<file path="config.mk">
export PLATFORM = sky130hd
export DESIGN_NAME = cu_multicycle
export DESIGN_NICKNAME = d
export VERILOG_FILES = /design/src/rtl/cu_multicycle.sv
export SDC_FILE = /design/constraint.sdc
export NUM_CORES = 1
export LEC_CHECK = 0
export ABC_AREA = 0
export ABC_CLOCK_PERIOD_IN_PS = 1500
export CAP_MARGIN = 20
export CORE_UTILIZATION = 41
export DETAILED_ROUTE_END_ITERATION = 7
export GPL_ROUTABILITY_DRIVEN = 0
export PLACE_DENSITY_LB_ADDON = 0.12
export SLEW_MARGIN = 10
export SYNTH_ARGS = -nofsm -noshare
export SYNTH_HDL_FRONTEND = slang
export SYNTH_SLANG_ARGS = --single-unit
</file>
<file path="constraint.sdc">
create_clock -name clk -period 1.5 [get_ports clk]
set_input_delay 0.3 -clock clk [delete_from_list [all_inputs] [get_ports clk]]
set_output_delay 0.3 -clock clk [all_outputs]
set_load 0.05 [all_outputs]
</file>
<file path="src/rtl/cu_multicycle.sv">
// Multicycle control unit: FETCH/DECODE/EXEC/MEM/WB/HALT sequencer that latches one
// instruction per handshake and drives ALU, register-file, PC and memory strobes.
module cu_multicycle #(
  parameter int unsigned OP_W    = 4,
  parameter int unsigned REG_W   = 2,
  parameter int unsigned ALU_MAX = 12
) (
  input  logic              clk,
  input  logic              rst,
  input  logic [OP_W-1:0]   op,
  input  logic [REG_W-1:0]  rs2,
  input  logic [REG_W-1:0]  rd,
  input  logic              instr_valid,
  output logic              instr_ready,
  input  logic              mem_ready,
  output logic [OP_W-1:0]   alu_op,
  output logic [REG_W-1:0]  rout,
  output logic [REG_W-1:0]  rdest,
  output logic              write,
  output logic              pc_en,
  output logic              mem_rd,
  output logic              mem_wr,
  output logic              halted,
  output logic              illegal
);

  localparam int unsigned LOAD_OP  = ALU_MAX + 1;
  localparam int unsigned STORE_OP = ALU_MAX + 2;

  typedef enum logic [2:0] {
    S_FETCH  = 3'd0,
    S_DECODE = 3'd1,
    S_EXEC   = 3'd2,
    S_MEM    = 3'd3,
    S_WB     = 3'd4,
    S_HALT   = 3'd5
  } state_e;

  state_e             state_q, state_d;
  logic [OP_W-1:0]    ir_op_q, ir_op_d;
  logic [REG_W-1:0]   ir_rs2_q, ir_rs2_d;
  logic [REG_W-1:0]   ir_rd_q, ir_rd_d;

  logic is_nop, is_alu, is_load, is_store, is_halt;

  // Opcode class of the latched instruction
  always_comb begin
    is_nop   = (ir_op_q == '0);
    is_alu   = (ir_op_q != '0) && (ir_op_q <= OP_W'(ALU_MAX));
    is_load  = (ir_op_q == OP_W'(LOAD_OP));
    is_store = (ir_op_q == OP_W'(STORE_OP));
    is_halt  = (&ir_op_q);
  end

  always_ff @(posedge clk or negedge rst) begin
    if (!rst) begin
      state_q  <= S_FETCH;
      ir_op_q  <= '0;
      ir_rs2_q <= '0;
      ir_rd_q  <= '0;
    end else begin
      state_q  <= state_d;
      ir_op_q  <= ir_op_d;
      ir_rs2_q <= ir_rs2_d;
      ir_rd_q  <= ir_rd_d;
    end
  end

  always_comb begin
    state_d     = state_q;
    ir_op_d     = ir_op_q;
    ir_rs2_d    = ir_rs2_q;
    ir_rd_d     = ir_rd_q;
    instr_ready = 1'b0;
    alu_op      = '0;
    write       = 1'b0;
    pc_en       = 1'b0;
    mem_rd      = 1'b0;
    mem_wr      = 1'b0;
    halted      = 1'b0;
    illegal     = 1'b0;
    unique case (state_q)
      S_FETCH: begin
        // Ready is masked while reset is held so every output reads 0 in reset
        instr_ready = rst;
        if (instr_valid) begin
          ir_op_d  = op;
          ir_rs2_d = rs2;
          ir_rd_d  = rd;
          state_d  = S_DECODE;
        end
      end
      S_DECODE: begin
        if (is_alu) begin
          state_d = S_EXEC;
        end else if (is_load || is_store) begin
          state_d = S_MEM;
        end else if (is_halt) begin
          state_d = S_HALT;
        end else begin
          state_d = S_FETCH;
          pc_en   = 1'b1;
          illegal = !is_nop;
        end
      end
      S_EXEC: begin
        alu_op  = ir_op_q;
        state_d = S_WB;
      end
      S_MEM: begin
        mem_rd = is_load;
        mem_wr = is_store;
        if (mem_ready) begin
          if (is_load) begin
            state_d = S_WB;
          end else begin
            state_d = S_FETCH;
            pc_en   = 1'b1;
          end
        end
      end
      S_WB: begin
        alu_op  = ir_op_q;
        write   = 1'b1;
        pc_en   = 1'b1;
        state_d = S_FETCH;
      end
      S_HALT: begin
        halted = 1'b1;
      end
      default: begin
        state_d = S_FETCH;
      end
    endcase
  end

  assign rout  = ir_rs2_q;
  assign rdest = ir_rd_q;

endmodule

</file>
# Word-level counts from Yosys, hierarchy flattened
# Cells that the tools add are included.
# totals
regBits	11
in_bits	12
out_inout_bits	15
elab_cells	48
# classes
magnitude_cmp	1
n_eq_ne	9
muxes	23
n_bitwise	1
reduce_logical	10
# op_table
cell	n
$mux 3	6
$pmux 3 s5	1
$mux 1	14
$eq 4x4->1 const B	2
$eq 3x2->1 const B	2
$eq 3x3->1 const B	2
$le 4x4->1 const B	1
$logic_not 4->1	1
$mux 4	1
$ne 2x2->1 const B	2
$reduce_and 4->1	1
$reduce_bool 4->1	1
$eq 3x1->1 const B	1
$logic_not 3->1	1
$pmux 1 s3	1
$reduce_and 3->1	1
$reduce_and 2->1	1
$reduce_or 2->1	1
$logic_and 1x1->1	1
$logic_not 1->1	1
$logic_or 1x1->1	1
$not 1->1	1

# Depth between registers and ports, before layout
# Gate-level depths: netlist (run 1).
# logic_depth
depth_word	6
ltp_mapped	5
ltp_nobuf	3

# Worst setup path before layout (run 1)
# OpenSTA, ideal clock, no wires.
# synth_timing
kind	register -> output
startpoint	reg state_q[1]
endpoint	out pc_en
t_arrival_ns	1.995
required_ns	1.200
path_slack_ns	-0.795
path_stages_with_launch	4
n_path_buf	0
cell_sequence	dfrtp_1 > nor4_1 > a21oi_1 > o311ai_1
# synth_via
elab_chain_len	2
# synth_lines
item	line	text
start, declared	39	state_e state_q, state_d;
start signal, assigned	62	state_q <= state_d;
$eq 3x3->1 (tied with other cells)	82	unique case (state_q)
$pmux 1 s3 *	82	
end, declared	20	output logic pc_en,
# Every way passes the cells marked *; elsewhere a longest branch is shown, timed or not.

# Final worst setup path (run 1)
# layout_timing
startpoint	reg ir_op_q[3]
endpoint	out pc_en
# layout_via
elab_chain_len	5
# layout_lines
item	line	text
start, declared	40	logic [OP_W-1:0] ir_op_q, ir_op_d;
start signal, assigned	63	ir_op_q <= ir_op_d;
parallel branches: the longest is 4 deep, another holds $le 4x4->1	n/a	
$pmux 1 s3 *	82	
# Mark *: on every way between the ends.

==> impl_metrics.ini, run 1 <==
[die]
rows = 14
core_sq_um = 1520
die_w_um = 42.6
start_util = 0.444
die_y_um = 42.6
ios = 27
die_area_sq_um = 1820

[final_layout]
antenna_cells = 0
final_cells = 129
drive_gt1_frac = 0.681
final_core_util = 0.928
final_nets = 126
area_delta_synth_final_pct = 109

[route]
first_pass_iters = 4
routed_wl_um = 2870
drtIter0Drc = 26
wl_per_cell_um = 22.2
vias_per_cell = 6.01
drc = 0
via_count = 775
ant_nets = 0

[place]
placed_cells = 110
place_hpwl_um = 1330
port_buffers = 25

[logic_synthesis]
synth_seq_area_share = 0.407
async_reset_ff_frac = 1.00
post_synth.cell_area_avg_sq_um = 10.7
yosysTopAreaCellShare = 0.407
synth_area_leaders = dfrtp_1, mux2_4, and2_1, and3b_1, buf_4
syn_area_sq_um = 677
yosys_most_used_dff = dfrtp_1
synth-edff-count = 0
yosys_warnings = 0
syn_nets = 75
ys_seq_elements = 11
syn_inst = 63
synth_cell_types = 32
synth_top_area_cell = dfrtp_1

[timing]
worst_slack_ns = -0.404
period_share = 1.27
maxSlewViolCount = 0
setup_viol_count_final = 18
period_needed_ns = 1.90
rsz0062_at_grt = true
fin_skew_ns = 0.0142
timing.fmax_mhz = 525
hold_viol = 0

[cts]
cts_root_buf = clkbuf_4
clk_path_buf_depth = 2
cts-htree-levels = 1
cts_inserted_buffers = 3
cts_sinks = 11
cts_hold_buf = 0
clk_pin_slew_worst_paths_ns = 0.09
cts_tree = done
clock_latency_ns = 0.29

[power]
power_mw = 3.37
vdd_drop_max_uv = 1810
p_leak_nw = 0.669
p_per_area_nw_per_um2 = 2380

[worst_setup_path]
cp_max_fo = 3
cp.required_ns = 1.20
critPathArrivalTime_ns = 1.60
critPathKind = register to output pin
worst_setup_path_start_kind = register
cp-end-kind = output pin

[grt]
grt-ovfl-total = 0
grt_pass1_vias = 725
grt_first_pass_wirelength_um = 3400
antenna_found_initial = 0
grt_max_degree = 12
track_usage = 0.256

[status]
status = finished, violations left
violations = negative setup slack

[flow_run]
drv_cap = 0

[worst_hold_path]
hp-class = input port to asynchronous set/reset pin
## flip-flops by register name (all words and copies together), names as in the netlist
| signal | cells |
|---|---|
| rdest | 2 |
| state_q | 3 |
| ir_op_q | 4 |
| rout | 2 |
## repair_timing
action	in CTS	in global routing
cloned	0	1
endpoints found under the setup margin	10	18
resized for setup	17	14
setup buffers	8	6
endpoints found under the hold margin	0	0
pin swaps	6	9
## logic make-up (layout without fill, tap and decap cells)
family                 count (synthesis)  after routing  synth area share
AND/OR/NAND/NOR                       27             28             0.242
buffers and inverters                  6             55            0.0573
other                                  1              1           0.00554
AO/OA/AOI/OAI                          9              9            0.0980
flip-flops                            11             11             0.407
multiplexers                           8              8             0.177
XOR/XNOR                               1              1            0.0129
## layout make-up
| class | instances | area, sq um |
|---|---|---|
| timing repair buffer | 50 | 593 |
| multi-input combinational | 47 | 492 |
| sequential | 11 | 278 |
| fill | 51 | 110 |
| clock buffer | 3 | 22.5 |
| tap | 16 | 20.0 |
| clock inverter | 1 | 5.00 |
| inverter | 1 | 3.75 |
## per-stage QoR
stage / TNS, ns / worst slack, ns / instance area, sq um / hold slack, ns
after floorplan: -0.127 / -0.103 / 718 / 0.00441
after detailed placement: -0.317 / -0.152 / 1170 / 0.566
after CTS: -2.90 / -0.306 / 1320 / 0.380
final: -3.42 / -0.404 / 1410 / 0.371
after global routing: -4.14 / -0.461 / 1410 / 0.373
after global placement: -0.269 / -0.133 / 1170 / 0.558
## power by group
| part | switching (mW) | total [mW] | internal, mW |
|---|---|---|---|
| sequential | 0.209 | 0.651 | 0.442 |
| combinational | 1.18 | 2.50 | 1.32 |
| clock | 0.123 | 0.222 | 0.0993 |
## placed cells by master, fill, tap and decap left out, drive strengths merged
| cell type | netlist | final |
|---|---|---|
| inv | 1 | 1 |
| o31ai | 1 | 1 |
| nand4 | 1 | 1 |
| and3b | 2 | 2 |
| a21o | 1 | 1 |
| clkbuf | 1 | 3 |
| o21ai | 1 | 1 |
| nand3 | 1 | 1 |
| dfrtp | 11 | 11 |
| nand3b | 2 | 2 |
| nor3 | 2 | 2 |
| or2b | 1 | 1 |
| o211a | 1 | 1 |
| conb | 1 | 1 |
| clkdlybuf4s50 | 0 | 11 |
| nand2 | 4 | 4 |
| o311ai | 1 | 1 |
| a31oi | 1 | 1 |
| and2 | 6 | 7 |
| o41ai | 1 | 1 |
| a21oi | 1 | 1 |
| nor4 | 1 | 1 |
| nor2b | 2 | 2 |
| xnor2 | 1 | 1 |
| nand4b | 1 | 1 |
| buf | 4 | 39 |
| mux2 | 8 | 8 |
| a211oi | 1 | 1 |
| clkinv | 0 | 1 |
| nor2 | 4 | 4 |
## worst max-delay path, stage by stage (launching register included)
cell      delay (ns)
dfrtp_1         0.42
nor4_2          0.35
a21oi_2         0.09
o311ai_4        0.27
buf_12          0.18
## per-layer routing
layer  part of all wire  up-vias  global-route usage  routed length (um)
met5                  0        -                   0                   0
met4              0.012        0               0.131                  34
met3              0.043        4              0.0431                 124
met2               0.55       44               0.433                1580
met1               0.39      405               0.307                1120
li1                   -      322                   -                   -
## synth_stat cells, types with 2 or more instances
cell,number
and3b_1,2
nor2_1,4
dfrtp_1,11
buf_4,2
nand3b_1,2
and2_1,5
nand2_1,4
nor2b_1,2
mux2_4,8
## path summary, 6_finish.rpt
path	start	to	slack [ns]	cells after the start
setup / recovery	ir_op_q[3]	pc_en	-0.40	4
hold / removal	rst	rdest[0]	0.37	2
setup reg to reg	state_q[1]	ir_op_q[2]	-0.11	5
hold reg to reg	rout[1]	rout[1]	0.59	1
max in group asynchronous	rst	state_q[2]	0.94	2
min in group clk	rout[1]	rout[1]	0.59	1
Power figures use the tool's default switching activity.
==> inputs of run 2 (changes only) <==
Settings changed: ABC_AREA 0 to not set.
==> results of run 2 <==
Same layout as run 1: the final DEF is identical, and so are final timing and power.
==> inputs of run 3 (changes only) <==
Settings changed: CAP_MARGIN 20 to not set.
==> results of run 3 <==
Same layout as run 1: the final DEF is identical, and so are final timing and power.
